$ cat src/rtl/fifo_rd_ctrl.sv
// Burst read controller: pops len words from a source FIFO into a 2-deep skid.
// Define FIFO_RD_CNT_EN to add the 16-bit delivered-word counter port word_cnt.
module fifo_rd_ctrl #(
  parameter int N     = 32,
  parameter int LEN_W = 8
) (
  input  logic             clk,
  input  logic             rst,
  input  logic             start,
  input  logic [LEN_W-1:0] len,
  input  logic             fifo_empty,
  output logic             fifo_ren,
  input  logic [N-1:0]     fifo_rdata,
  output logic             m_valid,
  input  logic             m_ready,
  output logic [N-1:0]     m_data,
  output logic             busy,
`ifdef FIFO_RD_CNT_EN
  output logic             done,
  output logic [15:0]      word_cnt
`else
  output logic             done
`endif
);

  typedef enum logic [1:0] {
    IDLE,
    RUN,
    DRAIN,
    DONE
  } state_t;

  state_t           state;
  state_t           state_nx;
  logic [LEN_W-1:0] issue_rem;
  logic [LEN_W-1:0] deliver_rem;
  logic [1:0]       skid_cnt;
  logic             inflight;
  logic [N-1:0]     skid0;
  logic [N-1:0]     skid1;
  logic             pop;
  logic [2:0]       occ;

  assign pop     = m_valid && m_ready;
  assign m_valid = skid_cnt != 2'd0;
  assign m_data  = skid0;
  assign busy    = state != IDLE;
  assign done    = state == DONE;
  assign occ     = {1'b0, skid_cnt} + {2'b00, inflight};

  // Occupancy counts the in-flight word so the skid can never overflow.
  always_comb begin
    fifo_ren = 1'b0;
    if (state == RUN && !fifo_empty &&
        issue_rem != '0 && (occ < 3'd2 || pop))
      fifo_ren = 1'b1;
  end

  always_comb begin
    state_nx = state;
    unique case (state)
      IDLE: begin
        if (start)
          state_nx = (len != '0) ? RUN : DONE;
      end
      RUN: begin
        if (fifo_ren && issue_rem == LEN_W'(1))
          state_nx = DRAIN;
      end
      DRAIN: begin
        if (pop && deliver_rem == LEN_W'(1))
          state_nx = DONE;
      end
      DONE: state_nx = IDLE;
      default: state_nx = IDLE;
    endcase
  end

  always_ff @(posedge clk or posedge rst) begin
    if (rst)
      state <= IDLE;
    else
      state <= state_nx;
  end

  always_ff @(posedge clk or posedge rst) begin
    if (rst) begin
      issue_rem   <= '0;
      deliver_rem <= '0;
      inflight    <= 1'b0;
    end else begin
      inflight <= fifo_ren;
      if (state == IDLE) begin
        if (start) begin
          issue_rem   <= len;
          deliver_rem <= len;
        end
      end else begin
        if (fifo_ren)
          issue_rem <= issue_rem - LEN_W'(1);
        if (pop && deliver_rem != '0)
          deliver_rem <= deliver_rem - LEN_W'(1);
      end
    end
  end

  // skid0 is always the head; a write lands behind whatever survives a pop.
  always_ff @(posedge clk or posedge rst) begin
    if (rst) begin
      skid_cnt <= 2'd0;
      skid0    <= '0;
      skid1    <= '0;
    end else begin
      unique case ({inflight, pop})
        2'b10: begin
          if (skid_cnt == 2'd0)
            skid0 <= fifo_rdata;
          else
            skid1 <= fifo_rdata;
          skid_cnt <= skid_cnt + 2'd1;
        end
        2'b01: begin
          skid0    <= skid1;
          skid_cnt <= skid_cnt - 2'd1;
        end
        2'b11: begin
          if (skid_cnt == 2'd1) begin
            skid0 <= fifo_rdata;
          end else begin
            skid0 <= skid1;
            skid1 <= fifo_rdata;
          end
        end
        default: ;
      endcase
    end
  end

`ifdef FIFO_RD_CNT_EN
  always_ff @(posedge clk or posedge rst) begin
    if (rst)
      word_cnt <= 16'd0;
    else if (pop)
      word_cnt <= word_cnt + 16'd1;
  end
`endif

endmodule

$ cat config.mk
export PLATFORM = sky130hd
export DESIGN_NAME = fifo_rd_ctrl
export DESIGN_NICKNAME = d
export VERILOG_FILES = /design/src/rtl/fifo_rd_ctrl.sv
export SDC_FILE = /design/constraint.sdc
export NUM_CORES = 1
export LEC_CHECK = 0
export CAP_MARGIN = 30
export CORE_ASPECT_RATIO = 1.2
export CORE_MARGIN = 2
export CORE_UTILIZATION = 48
export CTS_BUF_LIST = sky130_fd_sc_hd__clkbuf_4 sky130_fd_sc_hd__clkbuf_8
export DETAILED_ROUTE_END_ITERATION = 10
export PLACE_DENSITY = 0.78
export SETUP_SLACK_MARGIN = 0.15
export SKIP_CTS_REPAIR_TIMING = 1
export SLEW_MARGIN = 5
export SYNTH_ARGS = -nofsm -noshare
export SYNTH_HDL_FRONTEND = slang
export SYNTH_SLANG_ARGS = --single-unit
$ cat constraint.sdc
create_clock -name clk -period 3.3 [get_ports clk]
set_input_delay 0.99 -clock clk [delete_from_list [all_inputs] [get_ports clk]]
set_output_delay 0.99 -clock clk [all_outputs]
set_load 0.02 [all_outputs]
* Word-level counts from Yosys, hierarchy flattened
Cells that the tools add are included.
Cells by class: eq/ne operators 15, mux-type cells 18, magnitude comparators 1, reduce and logical (&&, ||, !) cells 26, add/sub/neg operators 5
Operator list (count):
- $mux W32 | 4
- $pmux W32 S3 | 1
- $pmux W32 S2 | 1
- $mux W8 | 5
- $reduce_bool A8 Y1 | 3
- $eq A8 B1 Y1 const B | 2
- $sub A8 B1 Y8 const B | 2
- $reduce_bool A2 Y1 | 6
- $ne A2 B2 Y1 const B | 5
- $eq A2 B2 Y1 const B | 4
- $mux W2 | 4
- $pmux W2 S4 | 1
- $logic_and A1 B1 Y1 | 7
- $eq A2 B1 Y1 const B | 3
- $reduce_and A2 Y1 | 3
- $reduce_and A3 Y1 | 2
- $logic_not A2 Y1 | 2
- $pmux W2 S2 | 1
- $add A2 B1 Y3 | 1
- $lt A3 B2 Y1 const B | 1
- $reduce_bool A3 Y1 | 1
- $add A2 B1 Y2 const B | 1
- $ne A2 B1 Y1 const B | 1
- $sub A2 B1 Y2 const B | 1
- 3 further kinds | 3
Storage, ports and cells: register bits 85, input port bits 45, logic and storage cells 72, output and inout bits 36

* Logic depth before layout (Yosys ltp)
depth in word-level cells 8, depth in mapped cells 9, mapped depth without buffers 8

* Worst setup path after synthesis
No wires, ideal clock.
path kind input port to flip-flop, start point in m_ready, end point reg skid1[0], stages on the path 6, data arrival time 2.574 ns, slack 0.601 ns, data required time 3.175 ns, setup time 0.125 ns, path buffers 1, cell sequence nor2b_2 > inv_1 > ha_1 > o211ai_1 > clkbuf_1 > mux2_2
Between the ends: longest elaborated chain between the ends 4, elaborated cells between the ends (all ways) 8, those cells by class eq/ne: 4; mux: 1; reduce/logical: 3
Ends and longest elaborated chain:
- start, declared | line 15 | input logic m_ready,
- $logic_and A1 B1 Y1 (*) | line 44 | assign pop = m_valid && m_ready;
- $eq A2 B2 Y1 | line 114 | unique case ({inflight, pop})
- $ne A2 B2 Y1 (no source line) or $reduce_bool A2 Y1 (tied branches)
- $reduce_and A3 Y1 (no source line)
- end signal, assigned | line 119 | skid1 <= fifo_rdata;
- end signal, assigned | line 131 | skid1 <= fifo_rdata;
- end, declared | line 40 | logic [N-1:0] skid1;
Mark *: on every way between the ends. The rest lies on a longest branch, timed or not. A chain may end at the register's enable or synchronous reset.

* Final worst setup path
start point in fifo_empty, end point out fifo_ren
Between the ends: longest elaborated chain between the ends 5
Ends and longest elaborated chain:
- start, declared | line 11 | input logic fifo_empty,
- $logic_not A1 Y1 | line 54 | if (state == RUN && !fifo_empty &&
- $logic_and A1 B1 Y1 (2 in series) | line 54
- $logic_and A1 B1 Y1 | line 55 | issue_rem != '0 && (occ < 3'd2 || pop))
- $mux W1 | line 54
- end, declared | line 12 | output logic fifo_ren,
No other way between the ends.

==> reports/metrics.cfg <==
[outcome]
status=finished clean

[setup_path]
end_kind=output port
cp.arrival_ps=2140
cp_top_family=buffers and inverters
r2r-end=skid1[14]
reg2reg_slack_ps=880
startpoint=fifo_empty
critPathMaxFanout=3
startpoint_type=input pin
path_cells=clkdlybuf4s50_1 > nor3b_2 > o221a_1 > buf_2
crit_required_ps=2310
criticalPathCategory=input pin to output port
slowest_stage=clkdlybuf4s50_1
r2r_cells=9
critPathMaxStageDelay_ps=460
path_depth=4
cp-endpoint=fifo_ren
crit_buf_inv=2
regToRegStartpoint=skid_cnt[0]

[grt]
grt_use_total=0.209
grt_max_degree=50
antenna_found_initial=0
grt_overflow=0
grt_pass1_vias=3242
grt_pass1_wl_um=15100

[sta]
fin_ws_ps=166
setup_viol=0
clock_skew_ps=8.07
worst_slew_pin_slew_ps=617
slew_violations=0
rsz0062_at_grt=false
whs_ps=479
fin_crit_ps=3130
slew_headroom=0.588
tns_ps=0
fmax_ghz=0.319
final_hold_viol_count=0
period_share=0.950

[floorplanning]
fp.dieW_um=88.8
ioPinCount=81
fp-row-count=37
initial_core_util=0.489
fp.coreArea_mm2=0.00847
die_y_um=106
die_area_mm2=0.00939

[detailed_routing]
drtIter0Drc=156
via_count=3341
met3_length_um=480
wl_met2_um=4970
drt_pass1_iterations=4
viasPerCell=5.60
drc=0
top_layer_used=met4
wl_met1_um=3940
postRouteAntennaNets=0
finalWirelength_um=9590
routedWlPerCell_um=16.1

[pwr]
ir_worst_vdd_mv=0.435
power_density_mw_per_mm2=988
p_leak_nw=2.36

[hold_path]
holdPathStages=2
hp-class=register to register

[placement]
dp_hpwl_um=6790
portBuffers=80
preCtsSetupSlack_ps=-321
place.gp.congestion=0.858
dpl.cell_count=581

[synthesis]
async_reset_ff_frac=1.00
synth_top_area_share=0.514
synthFlopType=dfrtp_1
synth.area.top_cells=dfrtp_1 (51%), mux2_2 (9.0%), a22oi_1 (6.0%)
avgSynthCellArea_um2=10.7
synth_nets=448
syn_area_mm2=0.00414
synth.distinct_cells=49
yosysSeqAreaShare=0.514
ys_warn_count=0
postSynthCellCount=388
synth_edf_count=0
yosys_register_bits=85
synth_area_leader_cell=dfrtp_1

[cts]
cts_buffers=9
htreeDepth=3
clockBufferDepth=2
clkTransAtPathRegs_ps=80
worstSkewPairLatency_ps=360
cts_tree=yes
root_buffer=clkbuf_8
clkSinkCount=85

[final_layout]
area_growth_pct=31.1
nets=536
insertedDiodeCount=0
final_cell_mix=dfrtp_1 (85), clkdlybuf4s50_1 (79), nand2_1 (44)
final_common_cell=dfrtp_1
drive_gt1_frac=0.165
stdcell_count=597

[job]
cap_viol_max_count=0

logic make-up after synthesis:
logic type	Yosys count	share of synthesized area
buffers and inverters	40	0.0387
xor gates and xnor gates	3	0.00635
adders and majority gates	15	0.0453
AOI/OAI and AO/OA	108	0.182
muxes	38	0.102
DFF	85	0.514
and+or+nand+nor	99	0.113
stage by stage:
stage / cell area (µm²) / util / power [mW]
floorplan: 4150 / - / 3.56
global placement: 5200 / 0.613 / 4.43
detailed placement: 5200 / 0.613 / 4.56
CTS: 5420 / 0.639 / 5.39
global route: 5430 / 0.641 / 5.73
finish: 5430 / 0.641 / 5.37
worst register-to-register path, cell delays in order, from the launching register on:
cell      delay (ps)
dfrtp_1          460
inv_1             70
ha_1             220
buf_4            170
nor2b_2          200
inv_1             90
ha_1             200
o211ai_1         260
buf_12           250
mux2_2           390
registers in the layout, indices dropped and copies added (netlist names):
name         cells
deliver_rem      8
m_data          32
skid_cnt         2
issue_rem        8
skid1           32
inflight         1
state            2
Yosys cell counts (2+ instances only):
library cell / instances
mux2i_1: 5
nor2_1: 21
dfrtp_1: 85
a41o_1: 2
inv_1: 18
a31oi_1: 2
xnor2_1: 3
o21ai_0: 38
a41oi_1: 2
mux2_2: 33
a311oi_1: 4
a21o_1: 3
buf_2: 2
clkbuf_1: 18
nor2b_1: 2
a311o_1: 3
nand2_1: 44
a21oi_1: 3
nand3_1: 2
and4_1: 2
a22oi_1: 33
nor3b_1: 2
nor4_1: 4
ha_1: 15
and3_1: 7
nor3_1: 6
and2_1: 3
a211oi_1: 5
worst min-delay path by stage:
stage,start,to
floorplan,deliver_rem[7],deliver_rem[7]
finish,m_data[16],m_data[16]
detailed placement,m_data[6],m_data[6]
global route,m_data[2],m_data[2]
CTS,m_data[16],m_data[16]
global placement,m_data[16],m_data[16]
power breakdown:
part	switching (mW)	total, mW	internal, mW
Combinational	1.38	2.64	1.27
Sequential	0.333	1.89	1.56
Clock	0.365	0.828	0.463
area by class of cell:
cell class / instances / area, µm²
clock buffers: 12 / 153
clock inverters: 3 / 68.8
fillers: 657 / 3040
inverters: 19 / 75.1
multi-input cells: 263 / 1880
flip-flops and latches: 85 / 2130
well taps: 117 / 146
repair buffers: 98 / 981
layer usage:
metal  global-route usage  vias to the layer above
li1                     -                     1587
met4               0.0920                        0
met5                    0                        -
met3               0.0454                       14
met1                0.251                     1644
met2                0.352                       96
Note: power is estimated with default switching activity, not from simulation.
